==> config.mk <==
export PLATFORM = sky130hd
export DESIGN_NAME = onewire_rom_reader_flat
export DESIGN_NICKNAME = d
export VERILOG_FILES = /design/src/rtl/onewire_pkg.sv /design/src/rtl/onewire_rom_reader_if.sv /design/src/rtl/onewire_crc8.sv /design/src/rtl/onewire_rom_reader.sv /design/src/flat_wrapper.sv
export SDC_FILE = /design/constraint.sdc
export NUM_CORES = 1
export LEC_CHECK = 0
export ABC_AREA = 0
export BUFFER_PORTS_ARGS = -buffer_cell sky130_fd_sc_hd__buf_2
export CAP_MARGIN = 20
export CELL_PAD_IN_SITES_DETAIL_PLACEMENT = 0
export CELL_PAD_IN_SITES_GLOBAL_PLACEMENT = 1
export CORE_MARGIN = 5
export CORE_UTILIZATION = 35
export CTS_BUF_LIST = sky130_fd_sc_hd__clkbuf_8
export DETAILED_ROUTE_END_ITERATION = 12
export PLACE_DENSITY = 0.7
export SLEW_MARGIN = 20
export SYNTH_ARGS = -nofsm -noshare
export SYNTH_HDL_FRONTEND = slang
export SYNTH_SLANG_ARGS = --single-unit
export TNS_END_PERCENT = 10
==> constraint.sdc <==
create_clock -name clk -period 6 [get_ports clk]
set_input_delay 1.2 -clock clk [delete_from_list [all_inputs] [get_ports clk]]
set_output_delay 1.2 -clock clk [all_outputs]
set_load 0.02 [all_outputs]
==> src/rtl/onewire_pkg.sv <==
// Shared 1-Wire definitions: default bus timing, reader FSM states and the Dallas CRC-8 step.
package onewire_pkg;

    // Default timing in clock ticks (1 tick = 1 us nominal).
    // The ROM sender and the reset/presence block use the same values.
    localparam int unsigned DEF_NUM_BITS = 64;
    localparam int unsigned DEF_T_LOW    = 8;
    localparam int unsigned DEF_T_SAMPLE = 20;
    localparam int unsigned DEF_T_SLOT   = 70;
    localparam int unsigned DEF_T_REC    = 4;

    // Slot counter width; it must hold T_SLOT-1 without wrapping.
    localparam int unsigned SLOT_CNT_W = 7;

    // Dallas/Maxim x^8+x^5+x^4+1, bit-reversed for LSB-first shifting.
    localparam logic [7:0] CRC_POLY_REFLECTED = 8'h8C;

    typedef enum logic [2:0] {
        StIdle,
        StSlotLow,
        StSlotWait,
        StSlotTail,
        StRecover,
        StCheck
    } state_e;

    // One serial CRC-8 update with the incoming bit.
    function automatic logic [7:0] crc8_step(input logic [7:0] crc, input logic b);
        logic fb;
        fb = crc[0] ^ b;
        return (crc >> 1) ^ (fb ? CRC_POLY_REFLECTED : 8'h00);
    endfunction

endpackage

==> src/rtl/onewire_rom_reader_if.sv <==
// Host/bus-facing signal bundle of the 1-Wire ROM reader.
// 'slave' is the reader's view; 'master' is the view of whoever drives start and the bus level.
interface onewire_rom_reader_if
    import onewire_pkg::*;
#(
    parameter int unsigned NUM_BITS = DEF_NUM_BITS
) ();

    logic                start;
    logic                bus_in;
    logic                bus_drive_low;
    logic [NUM_BITS-1:0] rom_out;
    logic                rom_valid;
    logic                crc_ok;
    logic                busy;
    logic                done;
    logic                bus_err;

    modport slave (
        input  start,
        input  bus_in,
        output bus_drive_low,
        output rom_out,
        output rom_valid,
        output crc_ok,
        output busy,
        output done,
        output bus_err
    );

    modport master (
        output start,
        output bus_in,
        input  bus_drive_low,
        input  rom_out,
        input  rom_valid,
        input  crc_ok,
        input  busy,
        input  done,
        input  bus_err
    );

endinterface

==> src/rtl/onewire_crc8.sv <==
// Serial Dallas CRC-8, LSB first. Clear has priority over enable.
module onewire_crc8
    import onewire_pkg::*;
(
    input  logic       clk,
    input  logic       rst_n,
    input  logic       clr_i,
    input  logic       en_i,
    input  logic       bit_i,
    output logic [7:0] crc_o
);

    logic [7:0] crc_q, crc_d;

    // Next CRC: clear, shift in one bit, or hold.
    always_comb begin
        crc_d = crc_q;
        if (clr_i) begin
            crc_d = 8'h00;
        end else if (en_i) begin
            crc_d = crc8_step(crc_q, bit_i);
        end
    end

    // CRC register.
    always_ff @(posedge clk or negedge rst_n) begin
        if (!rst_n) begin
            crc_q <= 8'h00;
        end else begin
            crc_q <= crc_d;
        end
    end

    assign crc_o = crc_q;

endmodule

==> src/rtl/onewire_rom_reader.sv <==
// 1-Wire master ROM reader: generates NUM_BITS read slots, assembles the ROM LSB first and
// checks the CRC-8 residue. All outputs are registered so the open-drain enable is glitch-free.
module onewire_rom_reader
    import onewire_pkg::*;
#(
    parameter int unsigned NUM_BITS = DEF_NUM_BITS,
    parameter int unsigned T_LOW    = DEF_T_LOW,     // >= 6 so the slave sees the slot
    parameter int unsigned T_SAMPLE = DEF_T_SAMPLE,  // > T_LOW
    parameter int unsigned T_SLOT   = DEF_T_SLOT,
    parameter int unsigned T_REC    = DEF_T_REC
) (
    input logic clk,
    input logic rst_n,
    onewire_rom_reader_if.slave bus
);

    localparam int unsigned IdxW = $clog2(NUM_BITS);
    localparam int unsigned RecW = $clog2(T_REC + 1);

    state_e                state_q;
    logic [SLOT_CNT_W-1:0] slot_cnt_q;
    logic [IdxW-1:0]       bit_idx_q;
    logic [RecW-1:0]       rec_cnt_q;
    logic [NUM_BITS-1:0]   rom_q;
    logic                  drive_low_q;
    logic                  rom_valid_q;
    logic                  crc_ok_q;
    logic                  busy_q;
    logic                  done_q;
    logic                  bus_err_q;

    logic                  crc_clr;
    logic                  crc_en;
    logic [7:0]            crc;

    // CRC control: clear on an accepted start, shift at the sample point of each slot.
    always_comb begin
        crc_clr = 1'b0;
        crc_en  = 1'b0;
        if (state_q == StIdle && bus.start) begin
            crc_clr = 1'b1;
        end
        if (state_q == StSlotWait && slot_cnt_q == SLOT_CNT_W'(T_SAMPLE)) begin
            crc_en = 1'b1;
        end
    end

    onewire_crc8 u_crc8 (
        .clk   (clk),
        .rst_n (rst_n),
        .clr_i (crc_clr),
        .en_i  (crc_en),
        .bit_i (bus.bus_in),
        .crc_o (crc)
    );

    // Slot sequencer with registered outputs; reset releases the bus asynchronously.
    always_ff @(posedge clk or negedge rst_n) begin
        if (!rst_n) begin
            state_q     <= StIdle;
            slot_cnt_q  <= '0;
            bit_idx_q   <= '0;
            rec_cnt_q   <= '0;
            rom_q       <= '0;
            drive_low_q <= 1'b0;
            rom_valid_q <= 1'b0;
            crc_ok_q    <= 1'b0;
            busy_q      <= 1'b0;
            done_q      <= 1'b0;
            bus_err_q   <= 1'b0;
        end else begin
            done_q <= 1'b0;
            unique case (state_q)
                StIdle: begin
                    if (bus.start) begin
                        rom_valid_q <= 1'b0;
                        crc_ok_q    <= 1'b0;
                        bus_err_q   <= 1'b0;
                        bit_idx_q   <= '0;
                        rec_cnt_q   <= '0;
                        busy_q      <= 1'b1;
                        state_q     <= StRecover;
                    end
                end
                StRecover: begin
                    if (rec_cnt_q == RecW'(T_REC - 1)) begin
                        if (!bus.bus_in) begin
                            // Bus still low: abort without ever driving a slot.
                            bus_err_q <= 1'b1;
                            done_q    <= 1'b1;
                            busy_q    <= 1'b0;
                            state_q   <= StIdle;
                        end else begin
                            slot_cnt_q  <= '0;
                            drive_low_q <= 1'b1;
                            state_q     <= StSlotLow;
                        end
                    end else begin
                        rec_cnt_q <= rec_cnt_q + RecW'(1);
                    end
                end
                StSlotLow: begin
                    slot_cnt_q <= slot_cnt_q + SLOT_CNT_W'(1);
                    if (slot_cnt_q == SLOT_CNT_W'(T_LOW - 1)) begin
                        drive_low_q <= 1'b0;
                        state_q     <= StSlotWait;
                    end
                end
                StSlotWait: begin
                    slot_cnt_q <= slot_cnt_q + SLOT_CNT_W'(1);
                    if (slot_cnt_q == SLOT_CNT_W'(T_SAMPLE)) begin
                        rom_q[bit_idx_q] <= bus.bus_in;
                        state_q          <= StSlotTail;
                    end
                end
                StSlotTail: begin
                    if (slot_cnt_q == SLOT_CNT_W'(T_SLOT - 1)) begin
                        if (bit_idx_q == IdxW'(NUM_BITS - 1)) begin
                            // Results are presented during the CHECK cycle itself; the last
                            // CRC update happened at this slot's sample point.
                            crc_ok_q    <= (crc == 8'h00);
                            rom_valid_q <= 1'b1;
                            done_q      <= 1'b1;
                            busy_q      <= 1'b0;
                            state_q     <= StCheck;
                        end else begin
                            bit_idx_q <= bit_idx_q + IdxW'(1);
                            rec_cnt_q <= '0;
                            state_q   <= StRecover;
                        end
                    end else begin
                        slot_cnt_q <= slot_cnt_q + SLOT_CNT_W'(1);
                    end
                end
                StCheck: begin
                    state_q <= StIdle;
                end
                default: begin
                    drive_low_q <= 1'b0;
                    busy_q      <= 1'b0;
                    state_q     <= StIdle;
                end
            endcase
        end
    end

    assign bus.bus_drive_low = drive_low_q;
    assign bus.rom_out       = rom_q;
    assign bus.rom_valid     = rom_valid_q;
    assign bus.crc_ok        = crc_ok_q;
    assign bus.busy          = busy_q;
    assign bus.done          = done_q;
    assign bus.bus_err       = bus_err_q;

endmodule

==> src/flat_wrapper.sv <==
// flat-port wrapper written by rule: the top's interface ports become plain ports
module onewire_rom_reader_flat import onewire_pkg::*;
#(
    parameter int unsigned NUM_BITS = DEF_NUM_BITS,
    parameter int unsigned T_LOW    = DEF_T_LOW,                                       
    parameter int unsigned T_SAMPLE = DEF_T_SAMPLE,            
    parameter int unsigned T_SLOT   = DEF_T_SLOT,
    parameter int unsigned T_REC    = DEF_T_REC
)
  (clk, rst_n, bus_start, bus_bus_in, bus_bus_drive_low, bus_rom_out, bus_rom_valid, bus_crc_ok, bus_busy, bus_done, bus_bus_err);
  onewire_rom_reader_if #(.NUM_BITS(NUM_BITS)) bus_i ();
  input logic clk;
  input logic rst_n;
  input wire logic [$bits(bus_i.start)-1:0] bus_start;
  input wire logic [$bits(bus_i.bus_in)-1:0] bus_bus_in;
  output wire logic [$bits(bus_i.bus_drive_low)-1:0] bus_bus_drive_low;
  output wire logic [$bits(bus_i.rom_out)-1:0] bus_rom_out;
  output wire logic [$bits(bus_i.rom_valid)-1:0] bus_rom_valid;
  output wire logic [$bits(bus_i.crc_ok)-1:0] bus_crc_ok;
  output wire logic [$bits(bus_i.busy)-1:0] bus_busy;
  output wire logic [$bits(bus_i.done)-1:0] bus_done;
  output wire logic [$bits(bus_i.bus_err)-1:0] bus_bus_err;
  assign bus_i.start = bus_start;
  assign bus_i.bus_in = bus_bus_in;
  assign bus_bus_drive_low = bus_i.bus_drive_low;
  assign bus_rom_out = bus_i.rom_out;
  assign bus_rom_valid = bus_i.rom_valid;
  assign bus_crc_ok = bus_i.crc_ok;
  assign bus_busy = bus_i.busy;
  assign bus_done = bus_i.done;
  assign bus_bus_err = bus_i.bus_err;
  onewire_rom_reader #(.NUM_BITS(NUM_BITS), .T_LOW(T_LOW), .T_SAMPLE(T_SAMPLE), .T_SLOT(T_SLOT), .T_REC(T_REC)) u_core (.clk(clk), .rst_n(rst_n), .bus(bus_i));
endmodule
==> impl_summary.md <==
Routing
Dividing the detail-routed wire length by the instance count gives 17.0 um. The detailed router finished its first iteration with 169 violations. The residual antenna-violating net count after detailed routing is 0. The via density per instance is 5.18. The detailed-route wire length is 11300 um. The first detailed-routing pass ran for 4 iterations. For this block, the via count after detailed routing is 3429. In the routed design, unresolved DRC markers number 0.

Setup path
The end of the worst register-to-register path is u_core.bus.rom_out[57]. The worst setup path is of the reg2reg kind. STA classifies the critical path endpoint as a register. The required time at the endpoint of the critical path is 6.26 ns.

The worst setup slack for register-to-register paths is 3.25 ns. For the worst setup path, the data arrival time is 3.01 ns. Counting cells, the worst reg-to-reg path comes to 6.

The endpoint of the most critical setup path is u_core.bus.rom_out[57]. The start of the worst register-to-register path is u_core.slot_cnt_q[1]. The worst setup path is launched from a register. The worst setup path startpoint is u_core.slot_cnt_q[1].

Along the worst path, the maximum fanout reaches 11.

Clocking
The buffers inserted during post-CTS setup optimization is 0. At the later pin of the worst-skew pair, clock insertion delay measures 0.38 ns. The root buffer cell chosen for the clock tree is sky130_fd_sc_hd__clkbuf_8.

In this run, CTS created clock tree buffers numbering 9. The CTS tree is built. CTS saw 97 sinks. The total number of H-tree levels is 3. The post-cts hold buffer count is 0. After clock tree synthesis, the clock-pin slew on the worst setup and hold paths is 0.09 ns. The worst-case clock buffer depth is 2. Post-CTS repair changed the size of 0 cells.

Min path
The min-delay analysis places its worst path in the category reg2reg.

Cells and area
The leading cell type in the layout, fill and taps excluded is sky130_fd_sc_hd__dfrtp_1. The post-route non-filler standard cell count is 662. The growth of design area from synthesis to finish is 13.4%. The footprint of the flip-flops and latches is 0.00243 mm^2.

The post-route netlist has 21.6% of its cells at a drive strength greater than 1. The utilization of the core after routing is 40.6%. The count of antenna diodes in the layout is 0. The finished cells cover 0.00543 mm^2. In the layout the commonest cells are 97 x sky130_fd_sc_hd__dfrtp_1, 87 x sky130_fd_sc_hd__nand2_1, 72 x sky130_fd_sc_hd__buf_2. The post-layout net count is 492. The total area of multi-input combinational cells is 0.00220 mm^2. The count of filler cells inserted in the layout is 1324.

Yosys
After synthesis the cells add up to 0.00478 mm^2. After Yosys synthesis, XOR and XNOR cells account for 0.732% of the synthesized area. The post-synthesis async set-or-reset flop share is 100%.

The sequential cell area fraction in the yosys report is 50.7%. In the synthesized netlist, mux cells make up 15.7% of the area. The dominant combinational cell family by area after synthesis is simple AND/OR/NAND/NOR gates. Counting flops with a built-in enable in the synthesized netlist gives 0. The synthesized area per cell is 11.3 um^2. The number of distinct library cell variants in the gate-level netlist after synthesis is 54. The number of warnings issued by yosys is 0. When the netlist entered floorplanning its net count stood at 433. The number of synthesized register bits is 97. After synthesis, the cell types taking the most area are sky130_fd_sc_hd__dfrtp_1 51%, sky130_fd_sc_hd__mux2_1 15%, sky130_fd_sc_hd__nand2_1 6.8%, sky130_fd_sc_hd__nor4_4 4.0%, sky130_fd_sc_hd__a22o_1 1.8%. Of the total synthesized cell area, the portion taken by AND, OR, NAND and NOR gates is 19.5%. The area share of the largest cell type after synthesis is 50.7%.

The synthesized instance count is 423. Of the total synthesized cell area, the portion taken by full adders, half adders and majority gates is 1.57%. The top cell type by total area after synthesis is sky130_fd_sc_hd__dfrtp_1.

The share of the synthesized area in compound gates (AO/OA/AOI/OAI) is 8.37%. The main flop type after synthesis is sky130_fd_sc_hd__dfrtp_1.

Placed design
The placement-stage cell area is 0.00526 mm^2. After legalization and detailed placement, the total HPWL measured 7610 um. The total placed cells including tap cells is 647.

The number of port buffers is 73. The routability congestion estimate is 0.771.

Timing
The clock arrives with 0.00933 ns of skew. The hold violation total from the final report came to 0. The final period demand of the worst path is 2.75 ns. Dividing the final minimum period by the clock period gives 45.9%. Setup repair after global routing left no endpoint under its margin.

In this run the tightest slew margin relative to its limit is 27.8%. The highest clock frequency the design can meet is 0.363 GHz. Across all hold checks on the routed design, the worst slack comes to 0.491 ns. After routing, the total negative slack on setup checks comes to 0 ns. The final max-slew violation count was 0.

The number of setup violations in the final report is 0. For the pin with the worst max-slew slack, the measured transition is 1.08 ns.

Floorplan
In this run the vertical extent of the chip is 127 um. The die covers 0.0161 mm^2. The initial utilization of the core area, before any placement, comes to 35.8%. From left edge to right edge, the die measures 127 um. The region available for standard cell placement spans 0.0133 mm^2. After floorplanning, the core was divided into 42 placement rows. The count of boundary I/O pins is 74.

Pwr
The worst vdd rail ir drop is 0.000125 V. In this run the static leakage power is 2.30 nW. For this design the ratio of total power to cell area is 303 mW/mm^2.

Global routing
Entering global routing, the biggest net connects 71 pins. The first-pass GRT wire length is 18300 um. The initial antenna violation count is 0. Summed over all layers, the global routing overflow is 0. Global routing consumed, over all layers together, 14.3% of the routing resources. The number of global-route vias before repair was 3379.

Outcome
The run finished with clean final reports.

Job
The tool flagged a number of max-cap violations equal to 0.
==> cells in the mapped netlist (all sizes together), types with 2 or more instances <==
library cell and n:
mux2 65, nor2 12, nor2b 6, nor4 11, nand2 87, a41oi 3
or2 2, o22ai 5, nor3b 3, and3b 2, inv 10, a22o 10
o21ai 10, or4bb 3, dfrtp 97, a32o 2, clkbuf 20, a31oi 4
mux2i 2, a21o 2, buf 6, or3 4, nand2b 4, nand4b 3
ha 6, and3 4, xor2 3, nand3 8, o31ai 2, a21oi 8
a221oi 2, o211a 2
==> stage by stage <==
| stage | power, mW | setup WS [ns] |
|---|---|---|
| detailed placement | 1.28 | 3.05 |
| global placement | 1.26 | 3.10 |
| global route | 1.74 | 3.02 |
| floorplan | 1.16 | 3.82 |
| CTS | 1.66 | 3.20 |
| finish | 1.64 | 3.25 |
==> registers in the layout, indices dropped and copies added (netlist names), 3 cells and up <==
signal / flops
u_core.bus.rom_out: 64
u_core.rec_cnt_q: 3
u_core.u_crc8.crc_o: 8
u_core.state_q: 3
u_core.bit_idx_q: 6
u_core.slot_cnt_q: 7
==> final cells by class <==
type                    instances  share of cell area, %
clock buffers                   9                   2.28
clock inverters                 6                  0.807
inverters                      10                  0.692
multi-input cells             290                   40.5
flip-flops and latches         97                   44.7
well taps                     176                   4.06
repair buffers                 74                   6.92
==> logic make-up after synthesis <==
| family | after synthesis |
|---|---|
| adders and majority gates | 6 |
| DFF | 97 |
| AOI/OAI and AO/OA | 56 |
| xor gates and xnor gates | 4 |
| and+or+nand+nor | 157 |
| buffers and inverters | 36 |
| muxes | 67 |
==> how the worst min path moves through the flow <==
| stage | startpoint | cells past startpoint | to |
|---|---|---|---|
| after floorplan | u_core.u_crc8.crc_o[6] | 1 | u_core.u_crc8.crc_o[6] |
| after global placement | u_core.bus.rom_out[24] | 1 | u_core.bus.rom_out[24] |
| after detailed placement | u_core.bus.rom_out[59] | 1 | u_core.bus.rom_out[59] |
| after CTS | u_core.bus.rom_out[29] | 1 | u_core.bus.rom_out[29] |
| after global routing | u_core.bus.rom_out[24] | 1 | u_core.bus.rom_out[24] |
| final | u_core.bus.rom_out[30] | 1 | u_core.bus.rom_out[30] |
==> power breakdown <==
group | internal, mW | total, mW | switching (mW)
Sequential | 0.724 | 0.843 | 0.119
Clock | 0.150 | 0.384 | 0.234
Combinational | 0.144 | 0.416 | 0.272
Total | 1.02 | 1.64 | 0.624
==> layer usage <==
metal  global-route usage, %  vias to the layer above  part of all wire (%)
met3                    4.16                       14                   5.2
met2                    22.7                       74                    47
met4                    4.16                        0                   1.1
met5                       0                        -                     0
met1                    19.0                     1721                    47
li1                        -                     1620                     -
==> worst max-delay path, cell delays in order (launching register included) <==
cell                      delay (ns)
sky130_fd_sc_hd__dfrtp_1        0.41
sky130_fd_sc_hd__inv_1          0.10
sky130_fd_sc_hd__ha_1           0.15
sky130_fd_sc_hd__nand3_1        0.71
sky130_fd_sc_hd__nor4_4         0.79
sky130_fd_sc_hd__nand2_1        0.12
sky130_fd_sc_hd__mux2_1         0.34
No activity file was read; power rests on OpenSTA's default activity.
